**config.mk**
```make
export PLATFORM = sky130hd
export DESIGN_NAME = surprise_hit_detector
export DESIGN_NICKNAME = d
export VERILOG_FILES = /design/src/rtl/surprise_hit_detector_pkg.sv /design/src/rtl/lsb_onehot_priority.sv /design/src/rtl/surprise_hit_detector.sv
export SDC_FILE = /design/constraint.sdc
export NUM_CORES = 1
export LEC_CHECK = 0
export ABC_AREA = 1
export BUFFER_PORTS_ARGS = -buffer_cell sky130_fd_sc_hd__buf_2
export CORE_MARGIN = 2
export CORE_UTILIZATION = 25
export DETAILED_ROUTE_END_ITERATION = 10
export PLACE_DENSITY = 0.53
export SLEW_MARGIN = 20
export SYNTH_ARGS = -nofsm -noshare
export SYNTH_HDL_FRONTEND = slang
export SYNTH_SLANG_ARGS = --single-unit
```
**constraint.sdc**
```tcl
create_clock -name clk -period 3.4 [get_ports clk]
set_input_delay 0.17 -clock clk [delete_from_list [all_inputs] [get_ports clk]]
set_output_delay 0.17 -clock clk [all_outputs]
set_load 0.01 [all_outputs]
```
**src/rtl/surprise_hit_detector_pkg.sv**
```systemverilog
`default_nettype none
// +----------------------------------------------------------------------------+
// | surprise_hit_detector_pkg : shared state encoding and surprise-count default |
// | Revision 1.0                                                               |
// +----------------------------------------------------------------------------+
package surprise_hit_detector_pkg;

  localparam int NUM_SURPRISES_DEF = 8;

  typedef enum logic [1:0] {
    ARMED    = 2'd0,
    CAPTURED = 2'd1,
    REPORT   = 2'd2,
    HOLD     = 2'd3
  } hitState_t;

endpackage
`default_nettype wire

```
**src/rtl/lsb_onehot_priority.sv**
```systemverilog
`default_nettype none
// +----------------------------------------------------------------------------+
// | lsb_onehot_priority : isolates the lowest set bit and encodes its index     |
// | Revision 1.0                                                               |
// +----------------------------------------------------------------------------+
module lsb_onehot_priority #(
  parameter int WIDTH = 8,
  parameter int IDX_W = 3
) (
  input  logic [WIDTH-1:0] reqVec,
  output logic [WIDTH-1:0] oneHot,
  output logic [IDX_W-1:0] index
);

  // Two's-complement trick: x & -x keeps only the lowest set bit.
  assign oneHot = reqVec & (~reqVec + WIDTH'(1));

  always_comb begin
    index = '0;
    for (int i = WIDTH - 1; i >= 0; i--) begin
      if (reqVec[i]) index = IDX_W'(i);
    end
  end

endmodule
`default_nettype wire

```
**src/rtl/surprise_hit_detector.sv**
```systemverilog
`default_nettype none
// +----------------------------------------------------------------------------+
// | surprise_hit_detector : captures one Bumpy/surprise overlap per frame and   |
// | reports it at the next frame start as a pulse plus a held one-hot bus.     |
// | Revision 1.0                                                               |
// +----------------------------------------------------------------------------+
module surprise_hit_detector
  import surprise_hit_detector_pkg::*;
#(
  parameter int NUM_SURPRISES = NUM_SURPRISES_DEF,
  parameter int HOLD_CYCLES   = 2,
  parameter int CNT_W         = 8
) (
  input  logic                     clk,
  input  logic                     resetN,
  input  logic                     startOfFrame,
  input  logic                     bumpyDrawingRequest,
  input  logic [NUM_SURPRISES-1:0] surpriseDrawingReq,
  input  logic [NUM_SURPRISES-1:0] enable_all,
  output logic                     SHP_bumpySurprise,
  output logic [NUM_SURPRISES-1:0] surprise_bus,
  output logic [2:0]               hit_ID,
  output logic [CNT_W-1:0]         hit_count
);

  hitState_t                state;
  logic [NUM_SURPRISES-1:0] cap;
  logic [3:0]               holdCnt;
  logic [NUM_SURPRISES-1:0] overlap;
  logic [NUM_SURPRISES-1:0] encIn;
  logic [NUM_SURPRISES-1:0] winOneHot;
  logic [2:0]               winIdx;

  assign overlap = surpriseDrawingReq & enable_all & {NUM_SURPRISES{bumpyDrawingRequest}};

  // One encoder serves both jobs: picking the winner while ARMED, encoding cap afterwards.
  assign encIn = (state == ARMED) ? overlap : cap;

  lsb_onehot_priority #(
    .WIDTH (NUM_SURPRISES),
    .IDX_W (3)
  ) uPriority (
    .reqVec (encIn),
    .oneHot (winOneHot),
    .index  (winIdx)
  );

  always_ff @(posedge clk or negedge resetN) begin
    if (!resetN) begin
      state             <= ARMED;
      cap               <= '0;
      holdCnt           <= '0;
      SHP_bumpySurprise <= 1'b0;
      surprise_bus      <= '0;
      hit_ID            <= '0;
      hit_count         <= '0;
    end else begin
      case (state)
        ARMED: begin
          // A frame-start cycle wins over a coincident overlap.
          if (!startOfFrame && (|overlap)) begin
            cap   <= winOneHot;
            state <= CAPTURED;
          end
        end
        CAPTURED: begin
          if (startOfFrame) begin
            SHP_bumpySurprise <= 1'b1;
            surprise_bus      <= cap;
            hit_ID            <= winIdx;
            if (hit_count != {CNT_W{1'b1}}) hit_count <= hit_count + CNT_W'(1);
            state             <= REPORT;
          end
        end
        REPORT: begin
          SHP_bumpySurprise <= 1'b0;
          holdCnt           <= 4'(HOLD_CYCLES - 1);
          state             <= HOLD;
        end
        HOLD: begin
          if (holdCnt == 4'd0) begin
            surprise_bus <= '0;
            hit_ID       <= '0;
            cap          <= '0;
            state        <= ARMED;
          end else begin
            holdCnt <= holdCnt - 4'd1;
          end
        end
        default: state <= ARMED;
      endcase
    end
  end

endmodule
`default_nettype wire

```
Yosys cells after proc, flatten, opt, wreduce, memory -nomap -nowiden
Index checks and enable logic that the tools add are counted.
{"block": "word_totals", "register_bits": 34, "latch_bits": 0, "ram_bits": 0, "rom_bits": 0, "word_cells": 62, "memories": 0}
{"block": "classes", "n_addsub": 3, "multipliers": 0, "div_mod_pow": 0, "n_lt_le_gt_ge": 0, "n_eq_ne": 8, "shifts": 0, "muxes": 25, "bitwise": 4, "reduce_logical": 15}
{"operator": "$mux W8", "n": 4}
{"operator": "$pmux W8 S2", "n": 2}
{"operator": "$mux W3", "n": 10}
{"operator": "$and A8 B8 Y8", "n": 3}
{"operator": "$add A8 B1 Y8 const B", "n": 2}
{"operator": "$reduce_and A3 Y1", "n": 4}
{"operator": "$ne A8 B8 Y1 const B", "n": 1}
{"operator": "$not A8 Y8", "n": 1}
{"operator": "$pmux W2 S4", "n": 1}
{"operator": "$pmux W4 S2", "n": 1}
{"operator": "$reduce_bool A2 Y1", "n": 4}
{"operator": "$reduce_or A8 Y1", "n": 1}
{"operator": "$mux W2", "n": 3}
{"operator": "$ne A2 B2 Y1 const B", "n": 3}
{"operator": "$pmux W3 S2", "n": 1}
{"operator": "$eq A2 B2 Y1 const B", "n": 2}
{"operator": "$logic_not A4 Y1", "n": 1}
{"operator": "$mux W4", "n": 1}
{"operator": "$reduce_and A2 Y1", "n": 2}
{"operator": "$sub A4 B1 Y4 const B", "n": 1}
{"operator": "$eq A2 B1 Y1 const B", "n": 1}
{"operator": "$logic_not A2 Y1", "n": 1}
{"operator": "$ne A2 B1 Y1 const B", "n": 1}
{"operator": "$pmux W1 S2", "n": 1}
{"operator": "3 further kinds", "n": 3}

Logic depth before layout (Yosys ltp)
Gate-level depths: netlist (run 1).
{"block": "logic_depth", "ltp_word": 13, "ltp_mapped": 14, "depth_no_buf": 13}

Cells and area by module
A second synthesis (run 1) with hierarchy kept.
{"block": "hier_totals", "cells_unflattened": 272, "area_unflattened_um2": 2094.5}
{"module": "surprise_hit_detector", "n_inst": 1, "cells_per_inst": 239, "area_per_inst_um2": 1921.8, "seq_area_each_um2": 850.8}
{"module": "lsb_onehot_priority", "n_inst": 1, "cells_per_inst": 33, "area_per_inst_um2": 172.7, "seq_area_each_um2": 0.0}

Worst setup path after synthesis (run 1)
Ideal clock, no wire load.
{"block": "synth_path", "path_kind": "register -> register", "from": "reg state[0]", "to": "reg cap[4]", "setup_time_ns": 0.074, "arrival_ns": 1.446, "slack_ns": 1.880, "stages_incl_launch_ff": 11, "path_buffers": 1, "synth_period_minus_slack_ns": 1.520, "cell_sequence": "dfrtp_1 > inv_1 > ha_1 > buf_6 > inv_4 > o21ai_1 > nor2_2 > nand2_2 > nor2_4 > nand2_1 > o21ai_2"}
{"block": "synth_between", "elab_chain_cells": 7}
{"item": "start: declaration", "line": "surprise_hit_detector.sv:26", "rtl": "hitState_t state;"}
{"item": "start signal: assignment", "line": "surprise_hit_detector.sv:50", "rtl": "state <= ARMED;"}
{"item": "start signal: assignment", "line": "surprise_hit_detector.sv:63", "rtl": "state <= CAPTURED;"}
{"item": "start signal: assignment", "line": "surprise_hit_detector.sv:72", "rtl": "state <= REPORT;"}
{"item": "$logic_not A2 Y1", "line": "surprise_hit_detector.sv:37, surprise_hit_detector.sv:58"}
{"item": "$mux W8", "line": "surprise_hit_detector.sv:37", "rtl": "assign encIn = (state == ARMED) ? overlap : cap;"}
{"item": "$not A8 Y8", "line": "lsb_onehot_priority.sv:16", "rtl": "assign oneHot = reqVec & (~reqVec + WIDTH'(1));"}
{"item": "$add A8 B1 Y8", "line": "lsb_onehot_priority.sv:16"}
{"item": "$and A8 B8 Y8", "line": "lsb_onehot_priority.sv:16"}
{"item": "$mux W8", "line": "surprise_hit_detector.sv:61", "rtl": "if (!startOfFrame && (|overlap)) begin"}
{"item": "$pmux W8 S2", "line": "surprise_hit_detector.sv:58", "rtl": "case (state)"}
{"item": "end signal: assignment", "line": "surprise_hit_detector.sv:62", "rtl": "cap <= winOneHot;"}
{"item": "end: declaration", "line": "surprise_hit_detector.sv:27", "rtl": "logic [NUM_SURPRISES-1:0] cap;"}
Several ways; a longest one is shown, not always the timed one. The select of a mux whose other input is x is not followed.
A chain may end at the register's enable or synchronous reset.

Worst setup path in the final report (run 1)
{"block": "layout_path", "from": "reg state[1]", "to": "reg hit_ID[2]"}
{"block": "layout_between", "elab_chain_cells": 12}
{"item": "$logic_not A2 Y1", "line": "surprise_hit_detector.sv:37"}
{"item": "$mux W8", "line": "surprise_hit_detector.sv:37"}
{"item": "$mux W3 (8 in series)", "line": "lsb_onehot_priority.sv:21", "rtl": "if (reqVec[i]) index = IDX_W'(i);"}
{"item": "$mux W3", "line": "surprise_hit_detector.sv:67", "rtl": "if (startOfFrame) begin"}
{"item": "$pmux W3 S2", "line": "surprise_hit_detector.sv:58"}
{"item": "end signal: assignment", "line": "surprise_hit_detector.sv:70", "rtl": "hit_ID <= winIdx;"}
{"item": "end: declaration", "line": "surprise_hit_detector.sv:22", "rtl": "output logic [2:0] hit_ID,"}
Several ways; a longest one is shown, not always the timed one. The select of a mux whose other input is x is not followed.

==> impl_metrics.yaml, run 1 <==
outcome:
  outcome: "completed"
route:
  postRouteAntennaNets: 0
  m1WireLength_um: 2180
  dr.first_iter.drc_count: 40
  drcViolationCount: 0
  wl_met2_um: 1705
  top_layer: "met4"
  vias: 1639
  wl_per_cell_um: 11.18
  drt_pre_antenna_iters: 4
  drt-total-wl_um: 4225
  dr_wl_met3_um: 268
  vias_per_cell: 4.336
floorplanning:
  num_rows: 32
  io_pins: 40
  die_height_um: 92.48
  dieArea_sq_um: 8552
  core-area_sq_um: 7647
  start_util: 0.2559
  fp.dieW_um: 92.48
worst_setup_path:
  cp.arrival_ns: 1.98
  r2r_end: "hit_ID[2]$_DFFE_PN0P_"
  crit_required_ns: 3.57
  cp-end-kind: "flop"
  worstSetupPathType: "reg2reg"
  cp_max_fo: 9
  critPathLaunchType: "flop"
  r2r-start: "state[1]$_DFFE_PN0P_"
  rrSetupSlack_ns: 1.60
  reg2reg_depth: 9
global_routing:
  antenna_found_initial: 0
  grt_overflow: 0
  grt_pass1_vias: 1639
  grt_pass1_wl_um: 7514
  grt_max_degree: 35
  grt_use_total: 0.1103
synthesis:
  synth_top_cell_by_area: "dfrtp_1"
  avgSynthCellArea_sq_um: 8.435
  netlist.area_leader.share: 0.4348
  syn_area_sq_um: 1957
  syn_nets: 260
  synth.area.top_cells: "dfrtp_1, nand2_1, ha_1"
  async_flop_share: 1.000
  ys_ff_latch: 34
  synthCells: 232
  synth_edf_count: 0
  synth-main-ff-cell: "dfrtp_1"
  synth.distinct_cells: 29
  ys_seq_area_frac: 0.4348
  yosys_warnings: 0
timing:
  clock_skew_ns: 0.002721
  fin_crit_sh: 0.5296
  rsz0062_at_grt: "no"
  min_period_ns: 1.801
  setup_viol: 0
  worst_slew_pin_slew_ns: 0.7797
  relSlewSlack: 0.4802
  tns_ns: 0
  slew_violations: 0
  timing.fmax_mhz: 555.3
  hold_ws_ns: 0.2467
  hold_viol_final: 0
  setup_ws_ns: 1.599
min_path:
  worstHoldStart: "startOfFrame"
  worstHoldEndpoint: "SHP_bumpySurprise$_DFFE_PN0P_"
  hp-class: "in2reg"
  holdPathStages: 4
layout:
  diodes: 0
  mostFrequentLayoutCell: "nand2_1"
  layout-drive-gt1-share: 0.2790
  syn2layout_area_growth_pct: 19.37
  layout.area.seq_sq_um: 850.8
  nFillCells: 847
  final_cells: 378
  num-nets-final: 303
  final_cell_mix: "nand2_1, buf_2, dfrtp_1"
  multi_input_area_sq_um: 949.7
clock_network:
  clock_path_buffers: 2
  cts_buffers: 5
  clock_latency_ns: 0.28
  clk_pin_slew_ns: 0.07
  cts_tree: "yes"
  root_buffer: "clkbuf_8"
  htree_num_levels: 2
  clock_sinks: 34
place:
  dp_cells: 369
  globalplace.congestion: 0.8687
  io_buffers: 39
  dp_hpwl_um: 3283
  pre_cts_ws_ns: 1.578
pwr:
  vdd_drop_max_mv: 0.2133
  powerDensity_nw_per_um2: 838.9
  p_leak_nw: 1.217
run:
  maxCapViolations: 0
==> cells in the mapped netlist, types with 4 or more instances <==
master,count
nand2_1,70
nand3_1,13
a22o_1,5
nor2_1,7
nand2_2,5
nor3_1,4
buf_6,4
o21ai_2,7
nand3_2,6
ha_1,8
dfrtp_1,34
inv_1,24
o21ai_0,10
inv_2,4
o21ai_1,8
==> flip-flops by register name (all words and copies together), names as in the netlist <==
name / cells
state: 2
surprise_bus: 8
hit_ID: 3
holdCnt: 4
hit_count: 8
cap: 8
SHP_bumpySurprise: 1
==> routing by layer <==
layer / GRT usage / up-vias
li1: - / 841
met1: 0.1571 / 743
met2: 0.1642 / 47
met3: 0.02278 / 8
met4: 0.04104 / 0
met5: 0 / -
==> final cells by class <==
cell class                 instances  area share
clock buffer                       7     0.03696
tap                              102     0.05463
multi-input combinational        165      0.4065
clock inverter                     1    0.002142
timing repair buffer              40     0.08784
inverter                          29     0.04767
sequential                        34      0.3642
==> per-stage QoR <==
stage	cell area [sq um]	util	total power (W)
after floorplan	1957	-	0.001430
after global placement	2235	0.2922	0.001656
after detailed placement	2235	0.2922	0.001679
after CTS	2336	0.3055	0.001996
after global routing	2336	0.3055	0.002181
final	2336	0.3055	0.001960
==> critical path, cell delays in order (launching register included) <==
cell     delay (ns)
dfrtp_1        0.41
inv_1          0.11
ha_1           0.37
nand2_1        0.10
o21ai_1        0.14
inv_1          0.09
nor2_2         0.17
nand4_1        0.12
nand3_1        0.12
nand2_1        0.06
==> logic make-up after synthesis <==
| group | after synthesis | share of synthesized area |
|---|---|---|
| and+or+nand+nor | 115 | 0.2788 |
| AOI/OAI and AO/OA | 36 | 0.1285 |
| DFF | 34 | 0.4348 |
| buffers and inverters | 33 | 0.07992 |
| adders and majority gates | 8 | 0.05115 |
| xor gates and xnor gates | 6 | 0.02686 |
==> power by group <==
part	switching (W)	leakage, nW	internal (W)
Combinational	0.000653	0.715	0.000353
Clock	0.000143	0.0482	0.000163
Sequential	0.000107	0.453	0.000541
Total	0.000902	1.22	0.00106
==> worst max-delay path by stage <==
stage / from / to / slack, ns
after floorplan: state[0]$_DFFE_PN0P_ / cap[4]$_DFFE_PN0P_ / 1.88
after global placement: state[0]$_DFFE_PN0P_ / cap[4]$_DFFE_PN0P_ / 1.63
after detailed placement: state[0]$_DFFE_PN0P_ / cap[4]$_DFFE_PN0P_ / 1.58
after CTS: state[0]$_DFFE_PN0P_ / cap[4]$_DFFE_PN0P_ / 1.56
after global routing: state[0]$_DFFE_PN0P_ / cap[6]$_DFFE_PN0P_ / 1.31
final: state[1]$_DFFE_PN0P_ / hit_ID[2]$_DFFE_PN0P_ / 1.60
==> repair_timing <==
item                                    CTS  global route
buffers inserted                          0             0
endpoints found under the setup margin    0             0
hold endpoints to repair                 17             0
gates resized for setup                   0             0
hold buffers                              1             0
No activity file was read; power rests on OpenSTA's default activity.
==> run 2: changes to the inputs <==
--- a/config.mk
+++ b/config.mk
@@ -5,12 +5,12 @@
 export SDC_FILE = /design/constraint.sdc
 export NUM_CORES = 1
 export LEC_CHECK = 0
-export ABC_AREA = 1
+export ABC_AREA = 0
 export BUFFER_PORTS_ARGS = -buffer_cell sky130_fd_sc_hd__buf_2
 export CORE_MARGIN = 2
 export CORE_UTILIZATION = 25
 export DETAILED_ROUTE_END_ITERATION = 10
-export PLACE_DENSITY = 0.53
+export PLACE_DENSITY = 0.54
 export SLEW_MARGIN = 20
 export SYNTH_ARGS = -nofsm -noshare
 export SYNTH_HDL_FRONTEND = slang
==> constraint.sdc (replaced) <==
create_clock -name clk -period 1.5 [get_ports clk]
set_input_delay 0.075 -clock clk [delete_from_list [all_inputs] [get_ports clk]]
set_output_delay 0.075 -clock clk [all_outputs]
set_load 0.01 [all_outputs]
==> run 2 against run 1 <==
Compared with the run above:
- global-route usage up 2.1 points
- core utilization up 12 points
- critical path depth down 1
- design area up 31%
- sequential power up 140%
- sequential cell count unchanged
- the flow now finishes with violations (negative setup slack)
- wire length up 21%
- synthesized cell count down 23%
- clock skew up 0.0029 ns
==> impl_metrics.yaml, run 2 <==
timing:
  tns_ns: -6.348
  rsz0062_at_grt: "yes"
  hold_ws_ns: 0.2457
  clock_skew_ns: 0.005626
  worst_slew_pin_slew_ns: 0.4179
  timing.fmax_mhz: 545.6
  relSlewSlack: 0.7214
  fin_crit_sh: 1.222
  setup_viol: 30
  setup_ws_ns: -0.3329
  slew_violations: 0
  hold_viol_final: 0
  min_period_ns: 1.833
synthesis:
  synth.area.top_cells: "dfrtp_1, mux2_2, ha_1"
  synthTopCellsByCount: "dfrtp_1, nand2_1, nor2_1"
  synth_edf_count: 0
  ys_ff_latch: 34
  netlist.area_leader.share: 0.4638
  syn_area_sq_um: 1834
  yosys_warnings: 0
  synth.distinct_cells: 45
  ys_seq_area_frac: 0.4638
  async_flop_share: 1.000
  synthCells: 178
  syn_nets: 206
  synth_top_cell_by_area: "dfrtp_1"
  avgSynthCellArea_sq_um: 10.30
  synth-main-ff-cell: "dfrtp_1"
  yosysMostFrequentCell: "dfrtp_1"
worst_setup_path:
  r2r-start: "holdCnt[1]$_DFFE_PN0P_"
  cp-end-kind: "flop"
  rrSetupSlack_ns: -0.33
  crit_required_ns: 1.68
  critPathLaunchType: "flop"
  worstSetupPathType: "reg2reg"
  cp_max_fo: 7
  cp.arrival_ns: 2.01
  startpoint: "holdCnt[1]$_DFFE_PN0P_"
floorplanning:
  io_pins: 40
  fp.dieW_um: 89.66
  core-area_sq_um: 7176
  start_util: 0.2556
  num_rows: 31
  die_height_um: 89.66
  dieArea_sq_um: 8038
pwr:
  p_leak_nw: 1.476
  vdd_drop_max_mv: 0.9019
  powerDensity_nw_per_um2: 2004
layout:
  largestRegisters: "cap (8), hit_count (8), surprise_bus (8)"
  layout.area.seq_sq_um: 852.1
  diodes: 0
  nFillCells: 704
  num-nets-final: 308
  utilization: 0.4276
  design_area_sq_um: 3068
  syn2layout_area_growth_pct: 67.26
  multi_input_area_sq_um: 1235
  mostFrequentLayoutCell: "buf_4"
  layout-drive-gt1-share: 0.5943
  final_cell_mix: "buf_4, buf_2, dfrtp_1"
route:
  postRouteAntennaNets: 0
  vias: 1675
  drt_pre_antenna_iters: 4
  vias_per_cell: 4.408
  drcViolationCount: 0
  wl_per_cell_um: 13.47
  dr.first_iter.drc_count: 47
  drt-total-wl_um: 5118
outcome:
  violations: "negative setup slack"
  outcome: "finished with violations"
place:
  dpl_cell_area_sq_um: 2597
  dp_hpwl_um: 3656
  io_buffers: 39
  pre_cts_ws_ns: -0.3461
  globalplace.congestion: 0.8499
run:
  maxCapViolations: 0
clock_network:
  clk_pin_slew_ns: 0.07
  clock_latency_ns: 0.29
  root_buffer: "clkbuf_8"
  cts_tree: "yes"
  htree_num_levels: 2
  clock_sinks: 34
  cts_buffers: 5
  clock_path_buffers: 2
global_routing:
  grt_overflow: 0
  grt_pass1_wl_um: 7997
  grt_pass1_vias: 1667
  grt_use_total: 0.1308
  grt_max_degree: 19
  antenna_found_initial: 0
min_path:
  hp-class: "in2async"
-- run 2: cell types whose count changed in the layout (fill, tap and decap cells not counted), sizes merged, moves of 3 or more --
| cell | previous run | this run |
|---|---|---|
| o31ai | 0 | 3 |
| nand3 | 20 | 4 |
| nor2 | 11 | 16 |
| mux2 | 0 | 9 |
| a21oi | 1 | 5 |
| o21ai | 26 | 8 |
| and2 | 0 | 4 |
| nand2 | 75 | 20 |
| buf | 39 | 98 |
| inv | 29 | 11 |
| a2bb2oi | 0 | 4 |
-- run 2: path summary, 6_finish.rpt --
| path | depth (start not counted) | end |
|---|---|---|
| worst max-delay path | 8 | cap[6]$_DFFE_PN0P_ |
| worst min-delay path | 2 | cap[5]$_DFFE_PN0P_ |
| worst max register to register | 8 | cap[6]$_DFFE_PN0P_ |
| worst min register to register | 2 | hit_ID[2]$_DFFE_PN0P_ |
| max in group asynchronous | 3 | hit_count[0]$_DFFE_PN0P_ |
| min in group clk | 5 | cap[0]$_DFFE_PN0P_ |
-- run 2: cell families after synthesis --
group	synth area share
adder cells (fa/ha/maj)	0.05457
buffers and inverters	0.03752
flip-flops	0.4638
AO/OA/AOI/OAI	0.1821
AND/OR/NAND/NOR	0.1671
multiplexers	0.06617
XOR/XNOR	0.02865
-- run 2: power breakdown --
group          switching [W]  total [W]  internal (W)
combinational        0.00181    0.00395       0.00214
sequential          0.000296    0.00153       0.00124
clock               0.000348   0.000670      0.000322
total                0.00245    0.00615       0.00370
-- run 2: critical path: stages (launching register included) --
cell,delay (ns)
dfrtp_1,0.40
inv_2,0.09
ha_4,0.13
inv_2,0.04
o31ai_4,0.31
nand2_1,0.15
o21ai_4,0.16
buf_12,0.15
mux2_4,0.29
-- run 2: final cells by class --
class,instances,share of cell area
clock buffer,6,0.02365
inverter,11,0.01427
multi-input combinational,129,0.4025
timing repair buffer,99,0.2382
tap,99,0.04038
clock inverter,2,0.003263
sequential,34,0.2777
-- run 2: per-stage QoR --
stage / std cells / power (W)
2_1_floorplan: 178 / 0.003187
3_5_place_dp: 356 / 0.004593
6_report: 380 / 0.006147
5_1_grt: 380 / 0.006586
4_1_cts: 372 / 0.005675
3_3_place_gp: 356 / 0.004574
-- run 2: what timing repair did --
action / CTS / global route
hold buffers: 1 / 0
buffers inserted: 7 / 9
pin swaps: 25 / 15
endpoints found under the hold margin: 16 / 0
endpoints found under the setup margin: 31 / 34
gates resized for setup: 24 / 35
gates cloned: 0 / 0
-- run 2: per-layer routing --
metal,part of all wire,global-route usage
met2,0.50,0.2199
met5,0,0
met3,0.042,0.02834
met4,0.011,0.03664
met1,0.45,0.1697
